==> src/rtl/tqvp_arb_pkg.sv <==
// -----------------------------------------------------------------------------
// tqvp_arb_pkg
// Shared definitions for the two-master peripheral register arbiter.
//   - default address / data widths of the byte-wide register port
//   - FSM state encoding (IDLE -> ACCESS -> RESP)
//   - requester index constants (SPI bridge = 0, sequencer = 1)
//   - helper to turn a requester index into a one-hot vector
// No ports (package).
// -----------------------------------------------------------------------------
package tqvp_arb_pkg;

   localparam int DEF_ADDR_W = 4;
   localparam int DEF_DATA_W = 8;

   localparam logic [1:0] ST_IDLE   = 2'd0;
   localparam logic [1:0] ST_ACCESS = 2'd1;
   localparam logic [1:0] ST_RESP   = 2'd2;

   localparam logic REQ_SPI = 1'b0;
   localparam logic REQ_SEQ = 1'b1;

   typedef enum logic [1:0] {
      S_IDLE   = ST_IDLE,
      S_ACCESS = ST_ACCESS,
      S_RESP   = ST_RESP
   } arb_state_t;

   // One-hot vector selecting the given requester.
   function automatic logic [1:0] idx_to_onehot(input logic idx);
      logic [1:0] oh;
      if (idx == REQ_SEQ) begin
         oh = 2'b10;
      end else begin
         oh = 2'b01;
      end
      return oh;
   endfunction

endpackage

==> src/rtl/tqvp_rr_arb2.sv <==
// -----------------------------------------------------------------------------
// tqvp_rr_arb2
// Two-way request picker used by the register arbiter.
//   Default build: round-robin. When both requesters are active the pointer
//   decides; after each completed transaction the pointer moves to favour the
//   requester that did not win. Pointer resets to 0 (requester 0 favoured).
//   With TQVP_ARB_FIXED_PRIO_EN defined: requester 0 always wins a tie and no
//   pointer state exists (ptr reads as 0).
// Ports:
//   clk     in   clock
//   rst_n   in   asynchronous active-low reset
//   req     in   [1:0] request vector
//   update  in   strobe: a transaction has just completed
//   winner  in   index of the requester that completed (valid with update)
//   grant   out  [1:0] one-hot grant (combinational, 0 when no request)
//   ptr     out  requester index currently favoured on a tie
// -----------------------------------------------------------------------------
module tqvp_rr_arb2
   import tqvp_arb_pkg::*;
(
   input  logic       clk,
   input  logic       rst_n,
   input  logic [1:0] req,
   input  logic       update,
   input  logic       winner,
   output logic [1:0] grant,
   output logic       ptr
);

   logic [1:0] grant_s;

`ifdef TQVP_ARB_FIXED_PRIO_EN

   // Fixed priority needs no history, so these inputs are deliberately unused.
   logic unused_s;
   assign unused_s = ^{clk, rst_n, update, winner};

   // Requester 0 wins every tie; requester 1 may starve.
   always_comb begin
      grant_s = 2'b00;
      case (req)
         2'b01:   grant_s = 2'b01;
         2'b10:   grant_s = 2'b10;
         2'b11:   grant_s = 2'b01;
         default: grant_s = 2'b00;
      endcase
   end

   assign ptr = 1'b0;

`else

   logic ptr_r;

   // Tie-break follows the pointer; a lone requester always wins.
   always_comb begin
      grant_s = 2'b00;
      case (req)
         2'b01:   grant_s = 2'b01;
         2'b10:   grant_s = 2'b10;
         2'b11:   grant_s = idx_to_onehot(ptr_r);
         default: grant_s = 2'b00;
      endcase
   end

   // Pointer register: after a transaction, favour the requester that lost.
   always_ff @(posedge clk or negedge rst_n) begin
      if (!rst_n) begin
         ptr_r <= REQ_SPI;
      end else if (update) begin
         ptr_r <= ~winner;
      end else begin
         ptr_r <= ptr_r;
      end
   end

   assign ptr = ptr_r;

`endif

   assign grant = grant_s;

endmodule

==> src/rtl/tqvp_reg_arbiter.sv <==
// -----------------------------------------------------------------------------
// tqvp_reg_arbiter
// Shares the single byte-wide peripheral register port between two
// requesters (0: SPI register bridge, 1: sequencer / test master).
// Every access runs IDLE -> ACCESS -> RESP, one access per three cycles:
//   IDLE   arbitrate; latch winner's address (and write data on writes),
//          raise data_write for writes.
//   ACCESS address stable; data_write high for this cycle only on writes;
//          on reads data_out is captured into rdata at the end of the cycle.
//   RESP   ack[winner] high for this single cycle; pointer advances.
// Requests are only looked at in IDLE, so a req still high during RESP is
// never granted twice, and address/data/we changes after the grant are
// ignored. A dropped req mid-transaction still completes and is acked.
// Optional feature macro: TQVP_ARB_FIXED_PRIO_EN (fixed priority, requester 0
// wins ties) -- otherwise round-robin.
// Ports:
//   clk         in   clock, all state on rising edge
//   rst_n       in   asynchronous active-low reset
//   req[1:0]    in   per-requester request, held until that requester's ack
//   we[1:0]     in   per-requester write (1) / read (0), valid with req
//   addr0/1     in   per-requester register address
//   wdata0/1    in   per-requester write data
//   ack[1:0]    out  one-cycle one-hot completion pulse (registered)
//   rdata       out  read data, valid in the ack cycle (registered)
//   address     out  peripheral address (registered)
//   data_in     out  peripheral write data (registered)
//   data_write  out  peripheral write strobe (registered)
//   data_out    in   peripheral read data, combinational on address
// -----------------------------------------------------------------------------
module tqvp_reg_arbiter
   import tqvp_arb_pkg::*;
#(
   parameter int ADDR_W = DEF_ADDR_W,
   parameter int DATA_W = DEF_DATA_W
)(
   input  logic              clk,
   input  logic              rst_n,
   input  logic [1:0]        req,
   input  logic [1:0]        we,
   input  logic [ADDR_W-1:0] addr0,
   input  logic [ADDR_W-1:0] addr1,
   input  logic [DATA_W-1:0] wdata0,
   input  logic [DATA_W-1:0] wdata1,
   output logic [1:0]        ack,
   output logic [DATA_W-1:0] rdata,
   output logic [ADDR_W-1:0] address,
   output logic [DATA_W-1:0] data_in,
   output logic              data_write,
   input  logic [DATA_W-1:0] data_out
);

   arb_state_t        state_r, state_s;
   logic [1:0]        grant_s;
   logic              grant_idx_s;
   logic              ptr_s;
   logic              arb_upd_s;
   logic              win_r, win_s;
   logic              we_r, we_s;
   logic [ADDR_W-1:0] address_r, address_s;
   logic [DATA_W-1:0] data_in_r, data_in_s;
   logic              data_write_r, data_write_s;
   logic [1:0]        ack_r, ack_s;
   logic [DATA_W-1:0] rdata_r, rdata_s;

   // The pointer value is only of interest for observation; nothing here needs it.
   logic unused_ptr_s;
   assign unused_ptr_s = ptr_s;

   tqvp_rr_arb2 u_arb (
      .clk    (clk),
      .rst_n  (rst_n),
      .req    (req),
      .update (arb_upd_s),
      .winner (win_r),
      .grant  (grant_s),
      .ptr    (ptr_s)
   );

   // Winner index from the one-hot grant (only meaningful when grant_s != 0).
   always_comb begin
      grant_idx_s = REQ_SPI;
      if (grant_s == 2'b10) begin
         grant_idx_s = REQ_SEQ;
      end else begin
         grant_idx_s = REQ_SPI;
      end
   end

   // Next-state and next-output logic for the three-phase access sequence.
   always_comb begin
      state_s      = state_r;
      win_s        = win_r;
      we_s         = we_r;
      address_s    = address_r;
      data_in_s    = data_in_r;
      data_write_s = 1'b0;
      ack_s        = 2'b00;
      rdata_s      = rdata_r;
      arb_upd_s    = 1'b0;

      case (state_r)
         S_IDLE: begin
            if (grant_s != 2'b00) begin
               win_s = grant_idx_s;
               we_s  = we[grant_idx_s];
               if (grant_idx_s == REQ_SEQ) begin
                  address_s = addr1;
               end else begin
                  address_s = addr0;
               end
               // A read leaves data_in untouched.
               if (we_s && (grant_idx_s == REQ_SEQ)) begin
                  data_in_s = wdata1;
               end else if (we_s) begin
                  data_in_s = wdata0;
               end else begin
                  data_in_s = data_in_r;
               end
               data_write_s = we_s;
               state_s      = S_ACCESS;
            end else begin
               state_s = S_IDLE;
            end
         end

         S_ACCESS: begin
            // data_out settles on the stable address during this cycle.
            if (we_r) begin
               rdata_s = rdata_r;
            end else begin
               rdata_s = data_out;
            end
            ack_s   = idx_to_onehot(win_r);
            state_s = S_RESP;
         end

         S_RESP: begin
            arb_upd_s = 1'b1;
            state_s   = S_IDLE;
         end

         default: begin
            state_s = S_IDLE;
         end
      endcase
   end

   // FSM state register.
   always_ff @(posedge clk or negedge rst_n) begin
      if (!rst_n) begin
         state_r <= S_IDLE;
      end else begin
         state_r <= state_s;
      end
   end

   // Transaction context and registered peripheral/requester outputs.
   always_ff @(posedge clk or negedge rst_n) begin
      if (!rst_n) begin
         win_r        <= REQ_SPI;
         we_r         <= 1'b0;
         address_r    <= {ADDR_W{1'b0}};
         data_in_r    <= {DATA_W{1'b0}};
         data_write_r <= 1'b0;
         ack_r        <= 2'b00;
         rdata_r      <= {DATA_W{1'b0}};
      end else begin
         win_r        <= win_s;
         we_r         <= we_s;
         address_r    <= address_s;
         data_in_r    <= data_in_s;
         data_write_r <= data_write_s;
         ack_r        <= ack_s;
         rdata_r      <= rdata_s;
      end
   end

   assign ack        = ack_r;
   assign rdata      = rdata_r;
   assign address    = address_r;
   assign data_in    = data_in_r;
   assign data_write = data_write_r;

endmodule

==> config.mk <==
export PLATFORM = sky130hd
export DESIGN_NAME = tqvp_reg_arbiter
export DESIGN_NICKNAME = d
export VERILOG_FILES = /design/src/rtl/tqvp_arb_pkg.sv /design/src/rtl/tqvp_rr_arb2.sv /design/src/rtl/tqvp_reg_arbiter.sv
export SDC_FILE = /design/constraint.sdc
export NUM_CORES = 1
export LEC_CHECK = 0
export CORE_MARGIN = 2
export CORE_UTILIZATION = 41
export CTS_CLUSTER_DIAMETER = 30
export DETAILED_ROUTE_END_ITERATION = 8
export GPL_ROUTABILITY_DRIVEN = 0
export HOLD_SLACK_MARGIN = 0.03
export PLACE_DENSITY = 0.88
export SLEW_MARGIN = 10
export SYNTH_ARGS = -nofsm -noshare
export SYNTH_HDL_FRONTEND = slang
export SYNTH_SLANG_ARGS = --single-unit
==> constraint.sdc <==
create_clock -name clk -period 3 [get_ports clk]
set_input_delay 0.3 -clock clk [delete_from_list [all_inputs] [get_ports clk]]
set_output_delay 0.3 -clock clk [all_outputs]
set_load 0.005 [all_outputs]
==> results.py <==
metrics = {
    "timing": {
        "max_slew.worst_pin.slew_ps": 471,
        "min_period_over_period_pct": 51.9,
        "report.final.slew_viol_count": 0,
        "tns_ps": 0,
        "timing.slew.headroom_pct": 68.3,
        "fmax_ghz": 0.643,
        "hold_violations": 0,
        "clock_skew_ps": 16.1,
        "finalSetupViolCount": 0,
        "post-route-min-period_ps": 1560,
        "rsz0062_at_grt": "no",
    },
    "finish": {
        "fillerInstances": 216,
        "fin_area_mm2": 0.00182,
        "syn_to_final_growth_pct": 60.4,
        "final_nets": 201,
        "antenna_cells": 0,
        "drive_above_1_share_pct": 11.1,
    },
    "worst_setup_path": {
        "cp_max_fo": 2,
        "regToRegSetupSlack_ps": 1610,
        "slowest_delay_ps": 510,
        "worstPathCellList": "clkdlybuf4s50_1",
        "r2r-start": "state_r[1]",
        "r2r_end": "rdata[5]",
        "crit_family": "buffers and inverters",
        "path_class": "reg -> out",
        "rr_worst_depth": 3,
        "path_buf_inv": 1,
        "endpoint_kind": "output pin",
        "startpoint_type": "flop",
        "startpoint": "data_in[6]",
        "required_ps": 2700,
        "slowest_stage": "clkdlybuf4s50_1",
        "arrival_ps": 1260,
    },
    "synth": {
        "synth_seq_cells": 28,
        "synth_compound_area_share_pct": 12.5,
        "synth_common_cells": "28 x dfrtp_1, 11 x inv_1, 9 x nand2_1",
        "yosys_warnings": 0,
        "synth_cells": 97,
        "yosys.area.top_type": "dfrtp_1",
        "synth_fa_ha_area_share_pct": 0,
        "ys_types": 18,
        "synth_fp_nets": 135,
        "yosysMostFrequentCell": "dfrtp_1",
        "yosysTopAreaCellShare_pct": 61.7,
        "synth-edff-count": 0,
        "syn_area_mm2": 0.00113,
        "syn_area_per_cell_um2": 11.7,
        "synthArstFlopShare_pct": 100,
        "seq_area_frac_synth_pct": 61.7,
        "synthFlopType": "dfrtp_1",
        "synth_mux_area_share_pct": 11.5,
        "synth_top_family_by_area": "compound AO/OA/AOI/OAI gates",
        "synth_xor_area_share_pct": 0,
        "synth.area.top_cells": "dfrtp_1 62%, mux2_2 7.9%, o22ai_1 4.4%",
        "yosys.area_share.simple_pct": 10.3,
    },
    "cts": {
        "clk_path_buf_depth": 2,
        "clkLatencyLatePin_ps": 350,
        "cts_resized": 0,
        "tritoncts": "done",
        "cts-root-buf": "clkbuf_4",
        "clk_pin_slew_ps": 160,
        "cts_sinks": 28,
        "post_cts_buffers": 0,
        "numCtsBuffers": 3,
        "ctsHtreeMaxLevel": 1,
        "postCtsHoldBufs": 0,
    },
    "place": {
        "io_buffer_count": 60,
        "place_area_mm2": 0.00178,
        "hpwl_mm": 2.11,
    },
    "pwr": {
        "leakage_nw": 0.823,
        "p_int_mw": 1.09,
        "clkPwrFrac_pct": 12.1,
        "powerDensity_mw_per_mm2": 869,
        "switchingPower_mw": 0.495,
        "power_frac_seq_pct": 42.0,
        "combPwrFrac_pct": 45.9,
        "switching_share_pct": 31.3,
        "ir_worst_vdd_v": 0.000497,
    },
    "drt": {
        "dr.pass1.iters": 4,
        "drc": 0,
        "dr.first_iter.drc_count": 17,
        "postRouteWirelength_mm": 2.62,
        "vias": 940,
        "viasPerCell": 4.87,
        "postRouteAntennaNets": 0,
        "routedWlPerCell_um": 13.6,
    },
    "grt": {
        "overflow": 0,
        "grt_pass1_wl_mm": 4.41,
        "grt_max_degree": 29,
        "antenna_found_initial": 0,
        "track_usage_pct": 18.5,
        "grt_pass1_vias": 963,
    },
    "floorplan": {
        "rows": 19,
        "die_y_um": 56.6,
        "start_util_pct": 42.2,
        "die_w_um": 56.6,
        "ios": 61,
        "die-area_mm2": 0.00320,
        "core-area_mm2": 0.00269,
    },
    "outcome": {
        "status": "complete, no violations",
    },
    "flow_run": {
        "maxCapViolCount": 0,
    },
    "min_path": {
        "hp-class": "in -> async",
    },
}
[cells in the final DEF, fill, tap and decap left out, drive strengths merged]
cell,count
a21oi,8
and2,1
and3,2
buf,2
clkbuf,4
clkdlybuf4s50,60
dfrtp,28
inv,11
mux2,8
mux2i,4
nand2,10
nand2b,3
nand4,2
nor2,3
o21ai,8
o22ai,8
[cell type report]
class                           instances  area [um2]  share of cell area [%]
Clock buffer                            4        36.3                    1.99
Inverter                               11        41.3                    2.27
Multi-Input combinational cell         57         388                    21.3
Sequential cell                        28         701                    38.5
Tap cell                               31        38.8                    2.13
Timing Repair Buffer                   62         616                    33.8
[registers in the layout, summed over array words and instances, names as in the netlist]
signal      flops
ack             2
address         4
data_in         8
data_write      1
rdata           8
state_r         2
u_arb.ptr       1
we_r            1
win_r           1
[power groups by stage]
stage          clock [mW]  combinational (mW)  sequential (mW)
4_1_cts             0.195               0.740            0.668
3_5_place_dp            0               0.737            0.677
6_report            0.191               0.726            0.665
2_1_floorplan           0               0.304            0.675
3_3_place_gp            0               0.710            0.664
5_1_grt             0.209               0.798            0.689
[layer usage]
| metal | up-vias | track usage [%] | part of all wire [%] |
|---|---|---|---|
| li1 | 461 | - | - |
| met4 | 0 | 11.2 | 2.7 |
| met2 | 33 | 32.2 | 55 |
| met3 | 5 | 3.23 | 6.3 |
| met5 | - | 0 | 0 |
| met1 | 441 | 20.9 | 36 |
[worst max path at each step]
stage                             to  slack (ps)  cells past startpoint
final                     data_in[6]        1440                      1
after global routing      data_in[1]        1390                      1
after CTS                 data_in[6]        1440                      1
after detailed placement       win_r        1310                      5
after global placement    data_in[3]        1390                      5
after floorplan             rdata[0]        1750                      3
[cell families (layout without fill, tap and decap cells)]
group	Yosys count	in the layout
buffers and inverters	12	77
DFF	28	28
AOI/OAI and AO/OA	24	24
and+or+nand+nor	21	21
muxes	12	12
[metrics by stage]
step	hold WS (ps)	cells	power (mW)	utilization, %	worst slack [ps]
2_1_floorplan	4.41	97	0.979	-	1750
3_3_place_gp	461	189	1.37	66.4	1390
3_5_place_dp	472	189	1.41	66.4	1310
4_1_cts	312	193	1.60	67.8	1440
5_1_grt	330	193	1.70	67.8	1390
6_report	290	193	1.58	67.8	1440
No activity file was read; power rests on OpenSTA's default activity.
==> RTL change 1: new RTL, same settings <==
Change the package constant `DEF_ADDR_W` from 4 to 5.
--- a/src/rtl/tqvp_arb_pkg.sv
+++ b/src/rtl/tqvp_arb_pkg.sv
@@ -11,3 +11,3 @@
 
-   localparam int DEF_ADDR_W = 4;
+   localparam int DEF_ADDR_W = 5;
    localparam int DEF_DATA_W = 8;
Interface: changed (resized addr0, addr1 and address); port bits go from 61 to 64. The function was not compared with the original's and may differ.
==> RTL change 1 against the unedited design <==
Final area is 4.7% higher. Sequential power is 4.5% higher. Sequential share of layout area is 0.41 points lower. Total power is 5.8% higher. Sequential cell count is 1 higher. Area after synthesis is 3.9% higher. Routed wire length is 8.5% higher. First-iteration DRC count is 76% higher. Worst setup slack better by 41 ps.
==> RTL change 1: results (changes against the unedited design) <==
metric,value,unit,change
largest net degree at the start of global routing,30,,+3.4%
# resized after CTS,0,,unchanged
IO Port Bufs,63,,+5.0%
routed via count,1036,,+10%
R2R Path End,data_in[2],,
number of global-route vias before repair,1122,,+17%
multi-input gates,60,,+5.3%
Non-clock buffering overhead,0.335,,-0.00328
first-pass GRT wire length,4770,um,+8.1%
CLK BUF,7,,+3
CP startpoint,req[1],,
worst skew pair latency,310,ps,-40 ps
Seq area share,0.381,,-0.00405
final-report setup violation count,0,,unchanged
fill count,216,,unchanged
fin cells,202,,+4.7%
Slew HR,0.470,,-0.212
kind of critical path,input port to flip-flop,,
multi-input gate share of total cell area,0.213,,+0.000336
share of cells above drive strength 1,0.111,,unchanged
CP Data Arrival Time,1680,ps,+420 ps
"Buffers, non-clock",64,,+3.2%
Crit Reg-Reg Startpoint,state_r[0],,
Syn Area/Cell,11.7,um^2,-0.25%
mux cell area share after synthesis,0.119,,+0.00423
register area share after synthesis,0.616,,-0.00171
most instantiated cells after synthesis,"29 x dfrtp_1, 11 x inv_1, 10 x nand2_1",,
drt wl/cell,14.1,um,+3.7%
switching fraction of total power,0.311,,-0.00230
global-route usage over all layers,0.197,,+0.0115
Final HPWL DP,2280,um,+8.0%
CTS buffer count,5,,+2
R2R depth,4,,+1
Pleak,0.000863,uW,+4.9%
Area contributors post-synth,"dfrtp_1 62%, mux2_2 7.6%, mux2i_1 4.2%",,
Final nets,211,,+5.0%
Fin Clk Skew,9.03,ps,-7.06 ps
Synth Area in Compound Gates,0.124,,-0.000383
Placed Area,0.00185,mm^2,+3.7%
Max VDD drop,0.603,mV,+21%
status,"finished, final reports clean",,
syn nets,141,,+4.4%
==> RTL change 1: stage by stage <==
stage / hold slack (ps) / power (uW) / utilization / worst slack [ps]
2_1_floorplan: 4.41 / 1010 / - / 1750
3_3_place_gp: 468 / 1420 / 0.677 / 1300
3_5_place_dp: 476 / 1460 / 0.677 / 1140
4_1_cts: 358 / 1700 / 0.697 / 1480
5_1_grt: 387 / 1800 / 0.697 / 1390
6_report: 362 / 1670 / 0.697 / 1480
==> RTL change 1: power by group through the flow <==
stage                     clock network (uW)  registers, uW  logic, uW
after floorplan                            0            699        313
after global placement                     0            689        730
after detailed placement                   0            696        765
after CTS                                237            695        763
after global routing                     258            722        821
final                                    227            695        752
==> RTL change 1: metal layers <==
metal	wire [um]	GRT usage	up-vias
met5	0	0	-
met4	87	0.0963	0
met3	243	0.0692	9
met2	1470	0.341	49
met1	1050	0.213	488
li1	-	-	490
==> RTL change 1: worst max-delay path, cell delays in order <==
cell             delay [ps]
clkdlybuf4s50_1         490
o21ai_1                 660
o21ai_0                 220
==> RTL change 2: new RTL, config.mk and constraints unchanged <==
Made on the original files. Make the reset (`rst_n`) synchronous in 3 clocked blocks. Comments in the files are not updated.
--- a/src/rtl/tqvp_rr_arb2.sv
+++ b/src/rtl/tqvp_rr_arb2.sv
@@ -66,3 +66,3 @@
    // Pointer register: after a transaction, favour the requester that lost.
-   always_ff @(posedge clk or negedge rst_n) begin
+   always_ff @(posedge clk) begin
       if (!rst_n) begin
--- a/src/rtl/tqvp_reg_arbiter.sv
+++ b/src/rtl/tqvp_reg_arbiter.sv
@@ -148,3 +148,3 @@
    // FSM state register.
-   always_ff @(posedge clk or negedge rst_n) begin
+   always_ff @(posedge clk) begin
       if (!rst_n) begin
@@ -157,3 +157,3 @@
    // Transaction context and registered peripheral/requester outputs.
-   always_ff @(posedge clk or negedge rst_n) begin
+   always_ff @(posedge clk) begin
       if (!rst_n) begin
Check against the original RTL: differs if rst_n is asserted again (counterexample within 4 cycles, from zero or initial values and one cycle with rst_n low); with rst_n held inactive, the same outputs for 10 cycles.
==> RTL change 2 against the unedited design <==
Utilization down 1.1 points. Non-clock buffer count unchanged. Register-to-register slack worse by 50 ps. Maximum frequency decreased by 22%. Final area shrank 0.76%. Sequential share of layout area decreased by 7.5 points. Area after synthesis increased by 0.88%. Routed wire length up 13%. Worst setup slack worse by 440 ps. Sequential cell count unchanged. Largest cell class is now buffers. Final cell count increased by 4.7%.
Power is not compared: it rests on default switching activity, and its combinational part moved more than twofold at a synthesized area within 25%.
==> RTL change 2: results (changes against the unedited design) <==
metric,value,unit,change
Vias per Instance,5.34,,+9.7%
first-pass GRT wire length,4990,um,+13%
grt met1 use,0.227,,+0.0177
met2 usage,0.344,,+0.0216
drt wl/cell,14.7,um,+7.9%
async set or reset register ratio after synthesis,0,,-1.00
Hold/Removal Path Class,flip-flop to flip-flop,,
CP max FO,14,,+12
most instantiated cells after synthesis,"28 x dfxtp_1, 13 x mux2i_1, 12 x nor2_1",,
worst skew pair latency,320,ps,-30 ps
mux cell area share after synthesis,0.114,,-0.00100
largest net degree at the start of global routing,16,,-45%
wl on met1,1260,um,+34%
kind of critical path,input port to flip-flop,,
status,"finished, final reports clean",,
Fin Clk Skew,6.59,ps,-9.49 ps
CP startpoint,rst_n,,
DR WL met2,1460,um,+1.0%
iteration-0 DRC count of the detailed router,18,,+1
Area contributors post-synth,"dfxtp_1 49%, mux2i_1 11%, o32a_1 7.9%",,
share of cells above drive strength 1,0.0526,,-0.0585
Final nets,210,,+4.5%
global-route usage over all layers,0.189,,+0.00387
Synth Area in Compound Gates,0.213,,+0.0885
number of global-route vias before repair,1123,,+17%
R2R Path End,data_in[6],,
register area share after synthesis,0.490,,-0.128
R2R depth,4,,+1
IO Port Bufs,60,,unchanged
"Largest stage delay, worst path",700,ps,+190 ps
grt met3 use,0.0369,,+0.00461
Slew HR,0.524,,-0.159
"CTS clk-pin slew, worst paths",140,ps,-20 ps
Crit Reg-Reg Startpoint,u_arb.ptr,,
"Max stage delay cell, worst path",clkdlybuf4s50_1,,
syn nets,148,,+9.6%
[RTL change 2: through the flow]
stage | setup slack (ps) | instances | instance area, um^2 | hold WS [ps]
global route | 833 | 202 | 1810 | 515
detailed placement | 672 | 198 | 1770 | 455
global placement | 809 | 198 | 1770 | 441
floorplan | 1690 | 110 | 1140 | 430
finish | 1000 | 202 | 1810 | 479
CTS | 1010 | 202 | 1810 | 483
[RTL change 2: where the power goes]
| group | internal (uW) | switching (uW) |
|---|---|---|
| registers | 409 | 21.5 |
| clock network | 74.2 | 104 |
| logic | 142 | 75.2 |
[RTL change 2: kinds of logic after synthesis]
family,count (synthesis)
mux,13
buf+inv,7
simple gates,31
flops,28
compound gates,31
[RTL change 2: final cells by class]
class	instances	area share
Sequential cell	28	0.310
Timing Repair Buffer	62	0.341
Tap cell	31	0.0215
Clock buffer	4	0.0201
Inverter	2	0.00416
Multi-Input combinational cell	75	0.303
